<file path="config.mk">
export PLATFORM = sky130hd
export DESIGN_NAME = id_ex_stage
export DESIGN_NICKNAME = d
export VERILOG_FILES = /design/src/rtl/id_ex_stage.sv
export SDC_FILE = /design/constraint.sdc
export NUM_CORES = 1
export LEC_CHECK = 0
export BUFFER_PORTS_ARGS = -buffer_cell sky130_fd_sc_hd__buf_2
export CAP_MARGIN = 15
export CORE_ASPECT_RATIO = 0.5
export CORE_MARGIN = 4
export CORE_UTILIZATION = 41
export CTS_BUF_LIST = sky130_fd_sc_hd__clkbuf_8
export DETAILED_ROUTE_END_ITERATION = 8
export PLACE_DENSITY = 0.88
export SETUP_SLACK_MARGIN = 0.02
export SYNTH_ARGS = -nofsm -noshare
export SYNTH_HDL_FRONTEND = slang
export SYNTH_SLANG_ARGS = --single-unit
</file>
<file path="constraint.sdc">
create_clock -name clk -period 1.3 [get_ports clk]
set_input_delay 0.13 -clock clk [delete_from_list [all_inputs] [get_ports clk]]
set_output_delay 0.13 -clock clk [all_outputs]
set_load 0.01 [all_outputs]
</file>
<file path="src/rtl/id_ex_stage.sv">
// RV32I decode and ID/EX pipeline register with output-side operand forwarding and load-use detection.
// Build option: define ID_EX_FORWARD_EN to enable EX/MEM and MEM/WB forwarding.
module id_ex_stage #(
    parameter int          XLEN     = 32,
    parameter logic [31:0] RESET_PC = 32'h0000_0000
) (
    input  logic            clk,
    input  logic            rst,
    input  logic            stall,
    input  logic            flush,
    input  logic            in_valid,
    input  logic [31:0]     in_instr,
    input  logic [XLEN-1:0] in_pc,
    input  logic [XLEN-1:0] in_rs1_data,
    input  logic [XLEN-1:0] in_rs2_data,
    input  logic [4:0]      exmem_rd,
    input  logic            exmem_regwrite,
    input  logic [XLEN-1:0] exmem_result,
    input  logic [4:0]      memwb_rd,
    input  logic            memwb_regwrite,
    input  logic [XLEN-1:0] memwb_result,
    output logic [3:0]      alu_opcode,
    output logic [XLEN-1:0] alu_op1,
    output logic [XLEN-1:0] alu_op2,
    output logic [XLEN-1:0] ex_store_data,
    output logic [XLEN-1:0] ex_imm,
    output logic [XLEN-1:0] ex_pc,
    output logic [2:0]      ex_funct3,
    output logic [4:0]      ex_rd,
    output logic            ex_valid,
    output logic            ex_regwrite,
    output logic            ex_mem_read,
    output logic            ex_mem_write,
    output logic            ex_branch,
    output logic            ex_jump,
    output logic            ex_jalr,
    output logic            ex_illegal,
    output logic            load_use_hazard
);

    localparam logic [6:0] OP_R      = 7'b0110011;
    localparam logic [6:0] OP_IMM    = 7'b0010011;
    localparam logic [6:0] OP_LOAD   = 7'b0000011;
    localparam logic [6:0] OP_STORE  = 7'b0100011;
    localparam logic [6:0] OP_BRANCH = 7'b1100011;
    localparam logic [6:0] OP_LUI    = 7'b0110111;
    localparam logic [6:0] OP_AUIPC  = 7'b0010111;
    localparam logic [6:0] OP_JAL    = 7'b1101111;
    localparam logic [6:0] OP_JALR   = 7'b1100111;

    localparam logic [3:0] ALU_ADD  = 4'b0000;
    localparam logic [3:0] ALU_SUB  = 4'b0001;
    localparam logic [3:0] ALU_SLT  = 4'b0010;
    localparam logic [3:0] ALU_SLTU = 4'b0011;
    localparam logic [3:0] ALU_AND  = 4'b0100;
    localparam logic [3:0] ALU_OR   = 4'b0101;
    localparam logic [3:0] ALU_XOR  = 4'b0110;
    localparam logic [3:0] ALU_SLL  = 4'b0111;
    localparam logic [3:0] ALU_SRL  = 4'b1000;
    localparam logic [3:0] ALU_SRA  = 4'b1001;

    localparam logic [1:0] SRC1_REG  = 2'd0;
    localparam logic [1:0] SRC1_PC   = 2'd1;
    localparam logic [1:0] SRC1_ZERO = 2'd2;
    localparam logic [1:0] SRC2_REG  = 2'd0;
    localparam logic [1:0] SRC2_IMM  = 2'd1;
    localparam logic [1:0] SRC2_FOUR = 2'd2;

    function automatic logic [3:0] alu_map(input logic [2:0] f3, input logic alt, input logic is_r);
        logic [3:0] op;
        case (f3)
            3'b000:  op = (is_r && alt) ? ALU_SUB : ALU_ADD;
            3'b001:  op = ALU_SLL;
            3'b010:  op = ALU_SLT;
            3'b011:  op = ALU_SLTU;
            3'b100:  op = ALU_XOR;
            3'b101:  op = alt ? ALU_SRA : ALU_SRL;
            3'b110:  op = ALU_OR;
            default: op = ALU_AND;
        endcase
        return op;
    endfunction

    logic [6:0]      major;
    logic [2:0]      funct3;
    logic [4:0]      rd;
    logic [XLEN-1:0] imm_i, imm_s, imm_b, imm_u, imm_j;

    assign major  = in_instr[6:0];
    assign funct3 = in_instr[14:12];
    assign rd     = in_instr[11:7];
    assign imm_i  = {{20{in_instr[31]}}, in_instr[31:20]};
    assign imm_s  = {{20{in_instr[31]}}, in_instr[31:25], in_instr[11:7]};
    assign imm_b  = {{19{in_instr[31]}}, in_instr[31], in_instr[7], in_instr[30:25], in_instr[11:8], 1'b0};
    assign imm_u  = {in_instr[31:12], 12'b0};
    assign imm_j  = {{11{in_instr[31]}}, in_instr[31], in_instr[19:12], in_instr[20], in_instr[30:21], 1'b0};

    logic [3:0]      opcode_next;
    logic [1:0]      src1_next, src2_next;
    logic [XLEN-1:0] imm_next;
    logic            regwrite_next, mem_read_next, mem_write_next;
    logic            branch_next, jump_next, jalr_next, illegal_next;

    // An invalid slot decodes to all-zero control, so a bubble is just the default path.
    always_comb begin
        opcode_next    = ALU_ADD;
        src1_next      = SRC1_REG;
        src2_next      = SRC2_REG;
        imm_next       = '0;
        regwrite_next  = 1'b0;
        mem_read_next  = 1'b0;
        mem_write_next = 1'b0;
        branch_next    = 1'b0;
        jump_next      = 1'b0;
        jalr_next      = 1'b0;
        illegal_next   = 1'b0;
        if (in_valid) begin
            case (major)
                OP_R: begin
                    opcode_next   = alu_map(funct3, in_instr[30], 1'b1);
                    regwrite_next = 1'b1;
                end
                OP_IMM: begin
                    opcode_next   = alu_map(funct3, in_instr[30], 1'b0);
                    src2_next     = SRC2_IMM;
                    imm_next      = imm_i;
                    regwrite_next = 1'b1;
                end
                OP_LOAD: begin
                    src2_next     = SRC2_IMM;
                    imm_next      = imm_i;
                    regwrite_next = 1'b1;
                    mem_read_next = 1'b1;
                end
                OP_STORE: begin
                    src2_next      = SRC2_IMM;
                    imm_next       = imm_s;
                    mem_write_next = 1'b1;
                end
                OP_BRANCH: begin
                    case (funct3[2:1])
                        2'b10:   opcode_next = ALU_SLT;
                        2'b11:   opcode_next = ALU_SLTU;
                        default: opcode_next = ALU_SUB;
                    endcase
                    imm_next    = imm_b;
                    branch_next = 1'b1;
                end
                OP_LUI: begin
                    src1_next     = SRC1_ZERO;
                    src2_next     = SRC2_IMM;
                    imm_next      = imm_u;
                    regwrite_next = 1'b1;
                end
                OP_AUIPC: begin
                    src1_next     = SRC1_PC;
                    src2_next     = SRC2_IMM;
                    imm_next      = imm_u;
                    regwrite_next = 1'b1;
                end
                OP_JAL: begin
                    src1_next     = SRC1_PC;
                    src2_next     = SRC2_FOUR;
                    imm_next      = imm_j;
                    regwrite_next = 1'b1;
                    jump_next     = 1'b1;
                end
                OP_JALR: begin
                    src1_next     = SRC1_PC;
                    src2_next     = SRC2_FOUR;
                    imm_next      = imm_i;
                    regwrite_next = 1'b1;
                    jump_next     = 1'b1;
                    jalr_next     = 1'b1;
                end
                default: illegal_next = 1'b1;
            endcase
            if (rd == 5'd0) regwrite_next = 1'b0;
        end
    end

    logic [3:0]      opcode_reg;
    logic [1:0]      src1_reg, src2_reg;
    logic [XLEN-1:0] imm_reg, pc_reg;
    logic [2:0]      funct3_reg;
    logic [4:0]      rd_reg;
    logic            valid_reg, regwrite_reg, mem_read_reg, mem_write_reg;
    logic            branch_reg, jump_reg, jalr_reg, illegal_reg;

    always_ff @(posedge clk) begin
        if (rst || flush) begin
            opcode_reg    <= ALU_ADD;
            src1_reg      <= SRC1_REG;
            src2_reg      <= SRC2_REG;
            imm_reg       <= '0;
            pc_reg        <= RESET_PC;
            funct3_reg    <= '0;
            rd_reg        <= '0;
            valid_reg     <= 1'b0;
            regwrite_reg  <= 1'b0;
            mem_read_reg  <= 1'b0;
            mem_write_reg <= 1'b0;
            branch_reg    <= 1'b0;
            jump_reg      <= 1'b0;
            jalr_reg      <= 1'b0;
            illegal_reg   <= 1'b0;
        end else if (!stall) begin
            opcode_reg    <= opcode_next;
            src1_reg      <= src1_next;
            src2_reg      <= src2_next;
            imm_reg       <= imm_next;
            pc_reg        <= in_pc;
            funct3_reg    <= in_valid ? funct3 : 3'b000;
            rd_reg        <= in_valid ? rd : 5'd0;
            valid_reg     <= in_valid;
            regwrite_reg  <= regwrite_next;
            mem_read_reg  <= mem_read_next;
            mem_write_reg <= mem_write_next;
            branch_reg    <= branch_next;
            jump_reg      <= jump_next;
            jalr_reg      <= jalr_next;
            illegal_reg   <= illegal_next;
        end
    end

    // Per-source operand register plus its forwarding mux (gi=0: rs1, gi=1: rs2).
    logic [1:0][XLEN-1:0] fwd_data;

    generate
        for (genvar gi = 0; gi < 2; gi++) begin : g_src
            localparam int IDX_LSB = 15 + 5 * gi;
            logic [4:0]      idx_reg;
            logic [XLEN-1:0] data_reg;
            logic [XLEN-1:0] rf_data;

            assign rf_data = (gi == 0) ? in_rs1_data : in_rs2_data;

            always_ff @(posedge clk) begin
                if (rst || flush) begin
                    idx_reg  <= '0;
                    data_reg <= '0;
                end else if (!stall) begin
                    idx_reg  <= in_valid ? in_instr[IDX_LSB +: 5] : 5'd0;
                    data_reg <= in_valid ? rf_data : '0;
                end
            end

`ifdef ID_EX_FORWARD_EN
            logic [XLEN-1:0] sel_data;
            always_comb begin
                sel_data = data_reg;
                if (exmem_regwrite && exmem_rd != 5'd0 && exmem_rd == idx_reg)
                    sel_data = exmem_result;
                else if (memwb_regwrite && memwb_rd != 5'd0 && memwb_rd == idx_reg)
                    sel_data = memwb_result;
            end
            assign fwd_data[gi] = sel_data;
`else
            logic unused_idx;
            assign unused_idx   = ^idx_reg;
            assign fwd_data[gi] = data_reg;
`endif
        end
    endgenerate

`ifndef ID_EX_FORWARD_EN
    logic unused_fwd_ports;
    assign unused_fwd_ports = ^{exmem_rd, exmem_regwrite, exmem_result,
                                memwb_rd, memwb_regwrite, memwb_result};
`endif

    always_comb begin
        case (src1_reg)
            SRC1_PC:   alu_op1 = pc_reg;
            SRC1_ZERO: alu_op1 = '0;
            default:   alu_op1 = fwd_data[0];
        endcase
        case (src2_reg)
            SRC2_IMM:  alu_op2 = imm_reg;
            SRC2_FOUR: alu_op2 = XLEN'(4);
            default:   alu_op2 = fwd_data[1];
        endcase
    end

    logic src_match;
    assign src_match = (rd_reg == in_instr[19:15]) || (rd_reg == in_instr[24:20]);

    // Without forwarding every in-flight writer of a source register must be waited out.
`ifdef ID_EX_FORWARD_EN
    assign load_use_hazard = valid_reg && mem_read_reg && (rd_reg != 5'd0) && in_valid && src_match;
`else
    assign load_use_hazard = valid_reg && (mem_read_reg || regwrite_reg) && (rd_reg != 5'd0)
                             && in_valid && src_match;
`endif

    assign alu_opcode    = opcode_reg;
    assign ex_store_data = fwd_data[1];
    assign ex_imm        = imm_reg;
    assign ex_pc         = pc_reg;
    assign ex_funct3     = funct3_reg;
    assign ex_rd         = rd_reg;
    assign ex_valid      = valid_reg;
    assign ex_regwrite   = regwrite_reg;
    assign ex_mem_read   = mem_read_reg;
    assign ex_mem_write  = mem_write_reg;
    assign ex_branch     = branch_reg;
    assign ex_jump       = jump_reg;
    assign ex_jalr       = jalr_reg;
    assign ex_illegal    = illegal_reg;

endmodule

</file>
==> summary.json, run 1 <==
{
  "yosys_register_bits": {"value": 151},
  "tritoncts.num_buffers": {"value": 17},
  "worst-slew-pin-transition": {"value": 0.690, "unit": "ns"},
  "timing.max_slew.rel_slack": {"value": 0.536},
  "fin_crit": {"value": 1.87, "unit": "ns"},
  "detail_route.vias_per_cell": {"value": 5.77},
  "synth_top_flop_cell": {"value": "sky130_fd_sc_hd__dfxtp_1"},
  "die_area": {"value": 18400, "unit": "um^2"},
  "clock-root-buffer": {"value": "sky130_fd_sc_hd__clkbuf_8"},
  "worst_ep_required_time": {"value": 1.17, "unit": "ns"},
  "worstSetupEndpointType": {"value": "output port"},
  "die_width": {"value": 188, "unit": "um"},
  "drt_first_pass_iters": {"value": 8},
  "run_status": {"value": "finished with violations"},
  "worstRegToRegCells": {"value": 2},
  "rows": {"value": 32},
  "drv_slew": {"value": 0},
  "netlist_area": {"value": 6630, "unit": "um^2"},
  "ys.warnings.count": {"value": 0},
  "post_layout_nonfiller_instances": {"value": 1477},
  "gp_congestion": {"value": 0.948},
  "final_layout_size_suffix_gt1_frac": {"value": 0.428},
  "cts_tree": {"value": "done"},
  "post_synth.cell_area_avg": {"value": 8.25, "unit": "um^2"},
  "drtAntennaViolNets": {"value": 0},
  "crit_path_max_fanout": {"value": 4},
  "final_design_area_no_fill": {"value": 11500, "unit": "um^2"},
  "portion_of_the_post_synthesis_area_used_by_sequential_elements": {"value": 0.456},
  "hold-path-cell-count": {"value": 3},
  "design.portCount": {"value": 390},
  "grt_overflow": {"value": 0},
  "max-cap-violations": {"value": 0},
  "failed_checks": {"value": "negative setup slack"},
  "grt_setup_unrepaired": {"value": "yes"},
  "grt_util_all_layers": {"value": 0.304},
  "maximum_clock_skew_at_final_layout": {"value": 0, "unit": "ns"},
  "htreeDepth": {"value": 4},
  "antenna_found_initial": {"value": 3},
  "vias": {"value": 8526},
  "final_setup_vio_count": {"value": 66},
  "initial_utilization": {"value": 0.424},
  "wire_length_of_the_first_global_routing_pass": {"value": 45800, "unit": "um"},
  "worstSetupStartpointType": {"value": "flop"},
  "number_of_global_route_vias_before_repair": {"value": 8795},
  "ys_async_sr_fraction": {"value": 0},
  "synth_nets": {"value": 1015},
  "placed_area": {"value": 9200, "unit": "um^2"},
  "post-dp-hpwl": {"value": 17600, "unit": "um"},
  "avgRoutedWirePerCell": {"value": 20.4, "unit": "um"},
  "worst_skew_pair.late_latency": {"value": 0.43, "unit": "ns"},
  "wl": {"value": 30100, "unit": "um"},
  "clkSlewWorstSetupHoldPaths": {"value": 0.09, "unit": "ns"},
  "ir_worst_vdd": {"value": 603, "unit": "uV"},
  "synthesized_instance_count": {"value": 803},
  "dieHeight": {"value": 97.9, "unit": "um"},
  "timing.critical_path.arrival": {"value": 1.74, "unit": "ns"},
  "p_leak": {"value": 0.00506, "unit": "uW"},
  "fmaxAchievable": {"value": 536, "unit": "MHz"},
  "grt_start_max_net_pins": {"value": 76},
  "core_area": {"value": 15600, "unit": "um^2"},
  "dpl.cell_count": {"value": 1316},
  "synth_edf_count": {"value": 0},
  "synth_cell_types": {"value": 58},
  "drc": {"value": 0},
  "power_density_relative_to_cell_area": {"value": 888, "unit": "nW/um^2"},
  "port-buffer-count": {"value": 313},
  "final.setup.worst_slack": {"value": -0.567, "unit": "ns"},
  "area.growth.synth_to_final": {"value": 73.3, "unit": "%"},
  "dr.first_iter.drc_count": {"value": 908},
  "cts_buffer_depth": {"value": 2},
  "ws_path_type": {"value": "flop to output port"},
  "nNetsFinal": {"value": 1469},
  "setup_total_negative_slack": {"value": -31.68, "unit": "ns"},
  "clock_sinks": {"value": 151},
  "finalHoldViolCount": {"value": 0},
  "min_path_type": {"value": "input pin to flop"},
  "period_share": {"value": 1.44}
}
-- Yosys cell counts (all sizes together) (4+ instances only) --
master / instances / area share
nor3: 5 / 0.0055
clkbuf: 53 / 0.030
nand3: 6 / 0.0045
a221o: 15 / 0.023
buf: 15 / 0.014
a22oi: 75 / 0.085
a22o: 7 / 0.0093
and3: 4 / 0.0038
a21oi: 14 / 0.011
nor2: 125 / 0.071
nand2: 150 / 0.085
xnor2: 6 / 0.0079
dfxtp: 151 / 0.46
inv: 6 / 0.0034
nor2b: 5 / 0.0047
xor2: 6 / 0.0079
o21ai: 77 / 0.058
mux2i: 32 / 0.048
a32oi: 4 / 0.0053
and2: 4 / 0.0038
-- where the power goes --
| group | internal (uW) | switching (uW) |
|---|---|---|
| Sequential | 4700 | 73.8 |
| Combinational | 755 | 732 |
| Clock | 2130 | 1820 |
-- worst max-delay path, cell delays in order, from the launching register on --
cell,delay (ns)
sky130_fd_sc_hd__dfxtp_4,0.37
sky130_fd_sc_hd__xor2_1,0.18
sky130_fd_sc_hd__nor3_2,0.21
sky130_fd_sc_hd__nand3_1,0.11
sky130_fd_sc_hd__a221oi_2,0.24
sky130_fd_sc_hd__buf_2,0.19
-- cells in the final DEF, fill, tap and decap left out, types with 13 or more instances in the layout --
master / instances
sky130_fd_sc_hd__a221o_1: 15
sky130_fd_sc_hd__a21oi_1: 13
sky130_fd_sc_hd__mux2i_1: 32
sky130_fd_sc_hd__buf_2: 285
sky130_fd_sc_hd__a22oi_1: 75
sky130_fd_sc_hd__nand2_2: 28
sky130_fd_sc_hd__dlygate4sd3_1: 113
sky130_fd_sc_hd__buf_12: 15
sky130_fd_sc_hd__o21ai_1: 21
sky130_fd_sc_hd__clkbuf_8: 18
sky130_fd_sc_hd__buf_4: 47
sky130_fd_sc_hd__o21ai_2: 23
sky130_fd_sc_hd__o21ai_4: 29
sky130_fd_sc_hd__buf_6: 35
sky130_fd_sc_hd__dfxtp_1: 142
sky130_fd_sc_hd__nor2_1: 123
sky130_fd_sc_hd__nand2_1: 114
-- worst paths after layout --
check | from | endpoint | slack (ns)
worst max-delay path | ex_rd[4] | load_use_hazard | -0.57
worst min-delay path | in_instr[13] | ex_funct3[1] | 0.05
worst max register to register | ex_imm[4] | ex_imm[4] | 0.36
worst min register to register | ex_mem_write | ex_mem_write | 0.47
-- cell type report --
class / count / area [um^2]
well taps: 204 / 255
fillers: 962 / 4130
inverters: 6 / 22.5
diodes: 3 / 7.51
clock inverters: 14 / 184
multi-input cells: 578 / 3920
repair buffers: 503 / 3800
clock buffers: 18 / 248
flip-flops and latches: 151 / 3040
-- metal layers --
| metal | global-route usage | wire length, um | vias to the layer above |
|---|---|---|---|
| met5 | 0 | 0 | - |
| met4 | 0.163 | 1810 | 0 |
| met3 | 0.0639 | 2520 | 168 |
| met2 | 0.548 | 14800 | 630 |
| met1 | 0.338 | 11000 | 4012 |
| li1 | - | - | 3716 |
-- cells by family after synthesis --
kind of cell    count (synthesis)  share of synthesized area
compound gates                213                      0.221
xor+xnor                       12                     0.0159
fa+ha+maj                       3                    0.00566
buf+inv                        74                     0.0474
flops                         151                      0.456
mux                            34                     0.0523
simple gates                  316                      0.201
-- what timing repair did --
item	in CTS	in global routing
hold buffers	113	0
setup endpoints to repair	68	86
pin swaps	15	24
gates cloned	6	4
gates resized for setup	98	44
hold endpoints to repair	120	0
buffers inserted	5	1
-- metrics by stage --
stage / utilization / hold slack, ns / setup slack (ns) / power [uW]
2_1_floorplan: - / 0.256 / -0.0386 / 5410
3_3_place_gp: 0.589 / 0.357 / -0.292 / 5910
3_5_place_dp: 0.589 / 0.368 / -0.377 / 5960
4_1_cts: 0.721 / 0.00946 / -0.557 / 10200
5_1_grt: 0.736 / 0.0373 / -0.626 / 10600
6_report: 0.736 / 0.0539 / -0.567 / 10200
Note: power is estimated with default switching activity, not from simulation.
==> inputs of run 2 (changes only) <==
Settings changed: GPL_TIMING_DRIVEN set to 0.
==> run 2 against run 1 <==
  * The run still ends with negative setup slack left
  * Worst hold slack worse by 0.031 ns
  * Critical path depth unchanged
  * Final cell count grew 0.95%
  * Cell area is 2.2% higher
  * Non-clock buffer count increased by 16
  * Via count up 2.7%
  * Maximum frequency down 3.5%
  * Sequential power about the same
  * Die area is the same
  * Core utilization up 1.6 points
  * First-iteration DRC count shrank 12%
  * Critical endpoint unchanged
==> summary.json, run 2 (synthesized netlist as in run 1, its figures left out) <==
{
  "run_status": {"value": "finished with violations"},
  "failed_checks": {"value": "negative setup slack"},
  "period_share": {"value": 1.49, "change": "+0.0519"},
  "design.portCount": {"value": 390, "change": "unchanged"},
  "worst_ep_required_time": {"value": 1.17, "unit": "ns", "change": "about the same"},
  "min_path_type": {"value": "input pin to flop"},
  "sw_frac": {"value": 0.274, "change": "+0.0164"},
  "nNetsFinal": {"value": 1485, "change": "+1.1%"},
  "fin_crit": {"value": 1.93, "unit": "ns", "change": "+0.0674 ns"},
  "worst_skew_pair.late_latency": {"value": 0.46, "unit": "ns", "change": "+0.03 ns"},
  "setup_total_negative_slack": {"value": -34.51, "unit": "ns", "change": "-2.83 ns"},
  "maximum_clock_skew_at_final_layout": {"value": 0, "unit": "ns", "change": "unchanged"},
  "drc": {"value": 0, "change": "unchanged"},
  "finalHoldViolCount": {"value": 0, "change": "unchanged"},
  "final_layout_size_suffix_gt1_frac": {"value": 0.437, "change": "+0.00945"},
  "tritoncts.num_buffers": {"value": 17, "change": "unchanged"},
  "worstSetupEndpointType": {"value": "output port"},
  "combPwrFrac": {"value": 0.146, "change": "about the same"},
  "hold-path-cell-count": {"value": 3, "change": "unchanged"},
  "filler_cell_count": {"value": 974, "change": "+1.2%"},
  "worstRegToRegCells": {"value": 2, "change": "unchanged"},
  "net_switching_component_of_the_power": {"value": 2790, "unit": "uW", "change": "+6.2%"},
  "power.internal": {"value": 7400, "unit": "uW", "change": "-2.4%"},
  "port-buffer-count": {"value": 310, "change": "-0.96%"},
  "gp_congestion": {"value": 0.956, "change": "+0.85%"},
  "drt_first_pass_iters": {"value": 6, "change": "-2"},
  "wire_length_of_the_first_global_routing_pass": {"value": 47900, "unit": "um", "change": "+4.4%"},
  "rows": {"value": 32, "change": "unchanged"},
  "number_of_global_route_vias_before_repair": {"value": 8959, "change": "+1.9%"},
  "initial_utilization": {"value": 0.424, "change": "unchanged"},
  "drv_slew": {"value": 0, "change": "unchanged"},
  "grt_setup_unrepaired": {"value": "yes"},
  "p_leak": {"value": 0.00512, "unit": "uW", "change": "+1.1%"},
  "grt_util_all_layers": {"value": 0.322, "change": "+0.0187"},
  "dieHeight": {"value": 97.9, "unit": "um", "change": "unchanged"},
  "multi_input_comb_area": {"value": 4140, "unit": "um^2", "change": "+5.5%"},
  "drtAntennaViolNets": {"value": 0, "change": "unchanged"},
  "die_area": {"value": 18400, "unit": "um^2", "change": "unchanged"},
  "power_frac_clock": {"value": 0.383, "change": "-0.004"},
  "clkSlewWorstSetupHoldPaths": {"value": 0.10, "unit": "ns", "change": "about the same"},
  "final_hold_slack": {"value": 0.0224, "unit": "ns", "change": "-0.0315 ns"},
  "p_seq_frac": {"value": 0.470, "change": "+0.002"},
  "dr.first_iter.drc_count": {"value": 802, "change": "-12%"},
  "htreeDepth": {"value": 4, "change": "unchanged"},
  "timing.critical_path.arrival": {"value": 1.80, "unit": "ns", "change": "+0.06 ns"},
  "die_width": {"value": 188, "unit": "um", "change": "unchanged"},
  "final.setup.worst_slack": {"value": -0.634, "unit": "ns", "change": "-0.0674 ns"},
  "clock_sinks": {"value": 151, "change": "unchanged"},
  "detail_route.vias_per_cell": {"value": 5.88, "change": "+1.8%"},
  "grt_overflow": {"value": 0, "change": "unchanged"},
  "vias": {"value": 8760, "change": "+2.7%"},
  "final_setup_vio_count": {"value": 65, "change": "-1.5%"},
  "most_common_cell_after_layout_fill_and_taps_aside": {"value": "sky130_fd_sc_hd__buf_2"},
  "ir_worst_vdd": {"value": 607, "unit": "uV", "change": "+0.67%"},
  "crit_path_max_fanout": {"value": 4, "change": "unchanged"},
  "seqCellArea": {"value": 3050, "unit": "um^2", "change": "about the same"},
  "wl": {"value": 32600, "unit": "um", "change": "+8.3%"},
  "ws_path_type": {"value": "flop to output port"},
  "most-common-layout-cells": {"value": "sky130_fd_sc_hd__buf_2, sky130_fd_sc_hd__dfxtp_1, sky130_fd_sc_hd__nor2_1"},
  "timing.max_slew.rel_slack": {"value": 0.414, "change": "-0.123"},
  "post-dp-hpwl": {"value": 19200, "unit": "um", "change": "+8.8%"},
  "worstSetupStartpointType": {"value": "flop"},
  "antenna_found_initial": {"value": 0, "change": "-3"},
  "area.growth.synth_to_final": {"value": 77.1, "unit": "%"},
  "cts_tree": {"value": "done"},
  "cts_buffer_depth": {"value": 2, "change": "unchanged"},
  "clock-root-buffer": {"value": "sky130_fd_sc_hd__clkbuf_8"},
  "power_density_relative_to_cell_area": {"value": 868, "unit": "nW/um^2", "change": "-2.3%"},
  "placed_area": {"value": 8920, "unit": "um^2", "change": "-3.0%"},
  "core_area": {"value": 15600, "unit": "um^2", "change": "unchanged"},
  "worst-slew-pin-transition": {"value": 0.878, "unit": "ns", "change": "+0.188 ns"},
  "max-cap-violations": {"value": 0, "change": "unchanged"},
  "fmaxAchievable": {"value": 517, "unit": "MHz", "change": "-3.5%"},
  "final_design_area_no_fill": {"value": 11700, "unit": "um^2", "change": "+2.2%"},
  "avgRoutedWirePerCell": {"value": 21.9, "unit": "um", "change": "+7.3%"},
  "grt_start_max_net_pins": {"value": 17, "change": "-78%"}
}
-- run 2: changes by cell type in the layout (fill, tap and decap cells not counted), sizes merged --
cell | previous run | this run
dlygate4sd3 | 113 | 122
bufinv | 4 | 3
clkinv | 6 | 4
inv | 8 | 10
buf | 387 | 345
clkbuf | 21 | 70
diode | 3 | 1
clkinvlp | 2 | 3
-- run 2: what timing repair did --
| action | CTS | global route |
|---|---|---|
| hold endpoints to repair | 131 | 0 |
| resized for setup | 119 | 150 |
| pin swaps | 28 | 32 |
| gates cloned | 10 | 2 |
| setup buffers | 7 | 2 |
| hold buffers | 122 | 0 |
| endpoints found under the setup margin | 152 | 109 |
-- run 2: final timing paths --
kind	from	to	slack, ns
setup / recovery	ex_rd[2]	load_use_hazard	-0.63
hold / removal	in_valid	ex_mem_write	0.02
setup reg to reg	ex_imm[3]	ex_imm[3]	0.36
hold reg to reg	ex_mem_write	ex_mem_write	0.46
-- run 2: worst max-delay path: stages, from the launching register on --
cell,delay (ns)
sky130_fd_sc_hd__dfxtp_4,0.38
sky130_fd_sc_hd__xor2_1,0.16
sky130_fd_sc_hd__nor3_2,0.21
sky130_fd_sc_hd__nand3_1,0.12
sky130_fd_sc_hd__a221oi_2,0.27
sky130_fd_sc_hd__buf_2,0.19
-- run 2: power by group through the flow --
stage                     clock (uW)  combinational [uW]  sequential [uW]
after floorplan                    0                 521             4890
after global placement             0                1010             4870
after detailed placement           0                1040             4880
after CTS                       3870                1360             4770
after global routing            4120                1580             4800
final                           3900                1490             4790
-- run 2: metal layers --
layer,wire [um],global-route usage,vias to the layer above
met1,11900,0.363,4186
met3,2610,0.0739,174
met2,16100,0.557,644
li1,-,-,3756
met5,0,0,-
met4,2000,0.205,0
-- run 2: final cells by class --
| cell class | count | share of cell area |
|---|---|---|
| clock inverters | 14 | 0.0148 |
| diodes | 1 | 0.000213 |
| well taps | 204 | 0.0217 |
| clock buffers | 18 | 0.0211 |
| inverters | 6 | 0.00192 |
| multi-input cells | 578 | 0.352 |
| plain buffers | 66 | 0.0501 |
| repair buffers | 453 | 0.278 |
| flip-flops and latches | 151 | 0.260 |
-- run 2: per-stage QoR --
step | cells | setup slack (ns) | power [uW] | utilization
after global routing | 1490 | -0.674 | 10500 | 0.752
final | 1491 | -0.634 | 10200 | 0.752
after CTS | 1487 | -0.570 | 10000 | 0.716
after global placement | 1317 | -0.793 | 5880 | 0.571
after floorplan | 803 | -0.0386 | 5410 | -
after detailed placement | 1317 | -0.876 | 5910 | 0.571
